$ cat src/rtl/uart_banner_engine.sv
`default_nettype none
// +--------------------------------------------------------------------------+
// | uart_banner_engine: UART command decoder, BCD banner store and circular  |
// | seven-segment scroller.                                                  |
// | Revision: 1.0                                                            |
// +--------------------------------------------------------------------------+
module uart_banner_engine #(
  parameter int NUM_DIGITS = 6,
  parameter int MAX_LEN    = 16,
  parameter int GAP        = 2,
  parameter int SCROLL_DIV = 25000000
) (
  input  logic                         clk_i,
  input  logic                         rst_ni,
  input  logic [7:0]                   rx_data_i,
  input  logic                         rx_valid_i,
  output logic [4*NUM_DIGITS-1:0]      digits_o,
  output logic                         write_mode_o,
  output logic                         running_o,
  output logic                         dir_right_o,
  output logic [$clog2(MAX_LEN+1)-1:0] banner_len_o,
  output logic                         overflow_o
);

  localparam int LEN_W = $clog2(MAX_LEN + 1);
  localparam int SEQ_W = $clog2(MAX_LEN + GAP + 1);
  localparam int ADR_W = (MAX_LEN > 1) ? $clog2(MAX_LEN) : 1;
  localparam int PRE_W = $clog2(SCROLL_DIV);

  localparam logic [LEN_W-1:0] C_FULL     = LEN_W'(MAX_LEN);
  localparam logic [LEN_W-1:0] C_ONE_L    = LEN_W'(1);
  localparam logic [SEQ_W-1:0] C_GAP      = SEQ_W'(GAP);
  localparam logic [SEQ_W-1:0] C_ONE_S    = SEQ_W'(1);
  localparam logic [PRE_W-1:0] C_PRE_LAST = PRE_W'(SCROLL_DIV - 1);
  localparam logic [PRE_W-1:0] C_ONE_P    = PRE_W'(1);
  localparam logic [3:0]       C_BLANK    = 4'hF;

  typedef enum logic [0:0] {
    ST_SHOW  = 1'b0,
    ST_WRITE = 1'b1
  } state_t;

  state_t                  state_q, state_d;
  logic [LEN_W-1:0]        fill_q, fill_d;
  logic [LEN_W-1:0]        len_q, len_d;
  logic                    ovf_q, ovf_d;
  logic                    run_q, run_d;
  logic                    dir_q, dir_d;
  logic [SEQ_W-1:0]        off_q, off_d;
  logic [PRE_W-1:0]        presc_q, presc_d;
  logic [4*NUM_DIGITS-1:0] digits_q, digits_d;
  logic [3:0]              buf_q [MAX_LEN];

  logic                    wr_en;
  logic [3:0]              wr_nib;
  logic                    is_digit, is_space;
  logic [SEQ_W-1:0]        v_last;
  logic [SEQ_W-1:0]        lim;
  logic [SEQ_W-1:0]        lim_last;
  logic [SEQ_W-1:0]        idx;

  assign is_digit = (rx_data_i >= 8'h30) && (rx_data_i <= 8'h39);
  assign is_space = (rx_data_i == 8'h20);
  assign v_last   = SEQ_W'(len_q) + C_GAP - C_ONE_S;

  // Commands resolve before the prescaler so that p/l/r affect a coincident step.
  always_comb begin
    state_d = state_q;
    fill_d  = fill_q;
    len_d   = len_q;
    ovf_d   = ovf_q;
    run_d   = run_q;
    dir_d   = dir_q;
    off_d   = off_q;
    presc_d = presc_q;
    wr_en   = 1'b0;
    wr_nib  = is_space ? C_BLANK : rx_data_i[3:0];
    if (rx_valid_i) begin
      if (state_q == ST_WRITE) begin
        if (is_digit || is_space) begin
          if (fill_q == C_FULL) begin
            ovf_d = 1'b1;
          end else begin
            wr_en  = 1'b1;
            fill_d = fill_q + C_ONE_L;
          end
        end else if (rx_data_i == 8'h0D) begin
          state_d = ST_SHOW;
          len_d   = fill_q;
          off_d   = '0;
          presc_d = '0;
        end else if (rx_data_i == 8'h77) begin
          fill_d = '0;
        end
      end else begin
        case (rx_data_i)
          8'h77: begin
            state_d = ST_WRITE;
            fill_d  = '0;
            ovf_d   = 1'b0;
            run_d   = 1'b0;
          end
          8'h73:   run_d = 1'b1;
          8'h70:   run_d = 1'b0;
          8'h6C:   dir_d = 1'b0;
          8'h72:   dir_d = 1'b1;
          default: ;
        endcase
      end
    end
    if (run_d) begin
      if (presc_q == C_PRE_LAST) begin
        presc_d = '0;
        if (dir_d) off_d = (off_q == '0) ? v_last : off_q - C_ONE_S;
        else       off_d = (off_q == v_last) ? '0 : off_q + C_ONE_S;
      end else begin
        presc_d = presc_q + C_ONE_P;
      end
    end
  end

  // Write mode shows the partial entry from offset 0 with its own period.
  always_comb begin
    lim      = (state_q == ST_WRITE) ? SEQ_W'(fill_q) : SEQ_W'(len_q);
    lim_last = lim + C_GAP - C_ONE_S;
    idx      = (state_q == ST_WRITE) ? '0 : off_q;
    digits_d = '0;
    for (int j = 0; j < NUM_DIGITS; j++) begin
      digits_d[4*(NUM_DIGITS-1-j) +: 4] = (idx < lim) ? buf_q[idx[ADR_W-1:0]] : C_BLANK;
      idx = (idx == lim_last) ? '0 : idx + C_ONE_S;
    end
  end

  always_ff @(posedge clk_i) begin
    if (wr_en) buf_q[fill_q[ADR_W-1:0]] <= wr_nib;
  end

  always_ff @(posedge clk_i or negedge rst_ni) begin
    if (!rst_ni) begin
      state_q  <= ST_SHOW;
      fill_q   <= '0;
      len_q    <= '0;
      ovf_q    <= 1'b0;
      run_q    <= 1'b0;
      dir_q    <= 1'b0;
      off_q    <= '0;
      presc_q  <= '0;
      digits_q <= '1;
    end else begin
      state_q  <= state_d;
      fill_q   <= fill_d;
      len_q    <= len_d;
      ovf_q    <= ovf_d;
      run_q    <= run_d;
      dir_q    <= dir_d;
      off_q    <= off_d;
      presc_q  <= presc_d;
      digits_q <= digits_d;
    end
  end

  assign digits_o     = digits_q;
  assign write_mode_o = (state_q == ST_WRITE);
  assign running_o    = run_q;
  assign dir_right_o  = dir_q;
  assign banner_len_o = len_q;
  assign overflow_o   = ovf_q;

endmodule
`default_nettype wire

$ cat config.mk
export PLATFORM = sky130hd
export DESIGN_NAME = uart_banner_engine
export DESIGN_NICKNAME = d
export VERILOG_FILES = /design/src/rtl/uart_banner_engine.sv
export SDC_FILE = /design/constraint.sdc
export NUM_CORES = 1
export LEC_CHECK = 0
export BUFFER_PORTS_ARGS = -buffer_cell sky130_fd_sc_hd__buf_2
export CAP_MARGIN = 20
export CORE_AREA = 3 3 175 177
export DETAILED_ROUTE_END_ITERATION = 8
export DIE_AREA = 0 0 178 180
export SYNTH_ARGS = -nofsm -noshare
export SYNTH_HDL_FRONTEND = slang
export SYNTH_SLANG_ARGS = --single-unit
$ cat constraint.sdc
create_clock -name clk_i -period 21.3 [get_ports clk_i]
set_input_delay 2.13 -clock clk_i [delete_from_list [all_inputs] [get_ports clk_i]]
set_output_delay 2.13 -clock clk_i [all_outputs]
set_load 0.05 [all_outputs]
==> flow_metrics.py <==
metrics = {
    "outcome": {
        "status": "complete, no violations",
    },
    "synthesis": {
        "ys_ff_latch": 132,
        "ys_types": 93,
        "ys.flop_type": "edfxtp_1",
        "syn-cell-area_um2": 11100,
        "yosys_warnings": 0,
        "synth_edf_count": 64,
        "syn_nets": 1331,
        "synth_top_area_share_pct": 17.31,
        "ys_top_cells_by_count": "nand2_1 (179), nor2_1 (94), edfxtp_1 (64)",
        "ys_async_sr_fraction_pct": 51.52,
        "synth_most_common_cell": "nand2_1",
        "yosys-top-cells-area": "edfxtp_1 (17%), dfrtp_1 (9.9%), nand2_1 (6.1%)",
        "synth_area_per_cell_um2": 8.685,
        "synth_top_area_cell": "edfxtp_1",
        "postSynthCellCount": 1278,
        "yosysSeqAreaShare_pct": 32.92,
    },
    "global_routing": {
        "grt_pass1_wl_um": 61550,
        "grt_start_max_net_pins": 47,
        "grt_overflow_total": 0,
        "grt_usage_pct": 25.35,
        "antenna_found_initial": 0,
        "grt_pass1_vias": 9855,
    },
    "critical_path": {
        "crit_path_frequent_cell": "ha_1",
        "rr_worst_depth": 41,
        "worstSetupPathType": "flip-flop to flip-flop",
        "endpoint_kind": "flip-flop",
        "rrSetupSlack_ns": 8.64,
        "startpoint_type": "flip-flop",
        "crit_required_ns": 21.65,
        "cpPeakStageDelay_ns": 0.95,
        "r2r-start": "write_mode_o",
        "path_max_fanout": 29,
        "worst_ep_arrival_time_ns": 13.01,
        "reg2reg_to": "digits_o[1]",
        "slowest_stage": "or4_1",
    },
    "cells_and_area": {
        "fill_cells": 2950,
        "drive_above_1_share_pct": 13.38,
        "fin_nets": 1333,
        "area_growth_pct": 9.672,
        "antenna_cells": 0,
    },
    "timing": {
        "slew_headroom_pct": 35.93,
        "setup_ws_ns": 8.642,
        "finalClockSkew_ns": 0.01245,
        "final-hold-violation-count": 0,
        "finalSetupViolCount": 0,
        "rsz0062_at_grt": "false",
        "tightest_slew_ns": 0.9343,
        "fmax_mhz": 79.00,
        "setup-tns-final_ns": 0,
        "slew_viol_final": 0,
        "period_needed_ns": 12.66,
        "post-route-period-util_pct": 59.43,
    },
    "detailed_routing": {
        "vias": 10594,
        "avgViaCountPerCell": 6.295,
        "drc_errors": 0,
        "wl_per_cell_um": 24.61,
        "antenna_left": 0,
        "wl_um": 41420,
        "drt_iter0_drc": 1378,
        "drt-pass1-iter-count": 5,
    },
    "placed_design": {
        "hpwl_um": 28750,
        "io_buffers": 43,
        "pre_cts_slack_ns": 8.865,
        "place_congestion": 0.9939,
    },
    "clock_tree": {
        "clock_latency_ns": 0.43,
        "cts_resized": 0,
        "cts_tree": "yes",
        "root_buffer": "clkbuf_16",
        "hold_buffers": 0,
        "clock_sinks": 132,
        "cts_buffer_depth": 2,
        "cts_setup_buffers": 0,
        "numCtsBuffers": 17,
        "cts_htree_levels": 4,
        "path_clk_slew_ns": 0.07,
    },
    "floorplan": {
        "io_pins": 44,
        "die_area_um2": 32040,
        "die_w_um": 178,
        "die_y_um": 180,
        "core_um2": 29400,
        "initial_utilization_pct": 37.75,
        "rows": 63,
    },
    "power_and_ir_drop": {
        "p_clk_share_pct": 11.6,
        "peakVddDrop_mv": 0.1889,
        "power_frac_seq_pct": 13.4,
        "combPwrFrac_pct": 75.0,
        "switching_share_pct": 50.95,
        "p_sw_mw": 1.290,
        "internal_power_mw": 1.242,
        "leakage_nw": 4.853,
        "p_per_area_nw_per_um2": 207.9,
    },
    "min_path": {
        "min_to": "presc_q[24]",
        "hold_path.class": "flip-flop to flip-flop",
        "hold_depth": 1,
        "hold_path.startpoint": "presc_q[24]",
    },
    "job": {
        "cap_viol_max_count": 0,
    },
}
==> worst max-delay path: cells and delay by family (launching register included) <==
kind                     cells  cell delay, ns
XOR/XNOR                     1            0.16
multiplexers                 1            0.83
AND/OR/NAND/NOR             11            4.49
AO/OA/AOI/OAI               17            4.22
adder cells (fa/ha/maj)      6            1.81
flip-flops                   1            0.33
buffers and inverters        5            0.71
==> worst max path at each step <==
| stage | startpoint | to | depth (start not counted) |
|---|---|---|---|
| global placement | write_mode_o | digits_o[1] | 41 |
| CTS | write_mode_o | digits_o[1] | 41 |
| detailed placement | write_mode_o | digits_o[1] | 41 |
| floorplan | write_mode_o | digits_o[0] | 53 |
| global route | write_mode_o | digits_o[1] | 43 |
| finish | write_mode_o | digits_o[1] | 41 |
==> sequential cells by signal (all words and copies together) (netlist names) <==
signal,cells
banner_len_o,5
overflow_o,1
off_q,5
digits_o,24
presc_q,25
dir_right_o,1
fill_q,5
buf_q,64
write_mode_o,1
running_o,1
==> layer usage <==
metal	vias to the layer above	wire length (um)	track usage [%]
li1	4789	-	-
met1	5074	17220	35.71
met2	612	18060	37.51
met3	119	4316	5.387
met4	0	1813	10.65
met5	-	0	0
==> cells in the final DEF (no fill, tap or decap), types with 8 or more instances in the layout <==
| master | count |
|---|---|
| a211oi_1 | 31 |
| a21o_1 | 13 |
| a21oi_1 | 60 |
| a221oi_1 | 8 |
| a311oi_1 | 22 |
| a31oi_1 | 17 |
| and2_1 | 23 |
| and3_1 | 22 |
| buf_2 | 42 |
| buf_4 | 18 |
| clkbuf_16 | 18 |
| dfrtp_1 | 44 |
| dfstp_2 | 24 |
| edfxtp_1 | 64 |
| ha_1 | 42 |
| inv_1 | 45 |
| mux2i_1 | 49 |
| mux4_2 | 18 |
| nand2_1 | 179 |
| nand2b_1 | 24 |
| nand3_1 | 37 |
| nor2_1 | 94 |
| nor2b_1 | 14 |
| nor3_1 | 44 |
| o211ai_1 | 18 |
| o21a_1 | 11 |
| o21ai_0 | 54 |
| o221ai_1 | 16 |
| o22ai_1 | 10 |
| o311ai_0 | 10 |
| o31ai_1 | 8 |
| or2_2 | 11 |
| or3_1 | 16 |
| xnor2_1 | 34 |
| xor2_1 | 19 |
==> cells by family after synthesis <==
| group | after synthesis | share of synthesized area [%] |
|---|---|---|
| buf+inv | 129 | 4.825 |
| fa+ha+maj | 42 | 4.734 |
| mux | 75 | 8.939 |
| compound gates | 341 | 21.84 |
| flops | 132 | 32.92 |
| xor+xnor | 55 | 4.532 |
| simple gates | 504 | 22.22 |
==> layout make-up <==
cell class                      count  area [um2]  share of cell area [%]
Multi-Input combinational cell   1017        6910                   56.77
Inverter                           52       207.7                   1.706
Timing Repair Buffer               60       345.3                   2.837
Sequential cell                   132        3654                   30.01
Tap cell                          390       488.0                   4.009
Clock inverter                     13       113.9                  0.9353
Clock buffer                       19       454.2                   3.731
==> stage by stage <==
step           area (um2)  utilization [%]  power (mW)  hold slack, ns  cells
2_1_floorplan       11100                -       1.850          0.4426   1278
3_3_place_gp        11600            39.47       2.194          0.4750   1651
3_5_place_dp        11600            39.47       2.204          0.4835   1651
4_1_cts             12170            41.40       2.507          0.5029   1683
5_1_grt             12170            41.40       2.711          0.5198   1683
6_report            12170            41.40       2.531          0.5016   1683
==> power by group through the flow <==
stage                     combinational, mW  sequential (mW)  clock, mW
after global placement                 1.85            0.345          0
final                                  1.90            0.340      0.293
after CTS                              1.87            0.341      0.298
after floorplan                        1.44            0.413          0
after detailed placement               1.86            0.346          0
after global routing                   2.06            0.344      0.307
No activity file was read; power rests on OpenSTA's default activity.
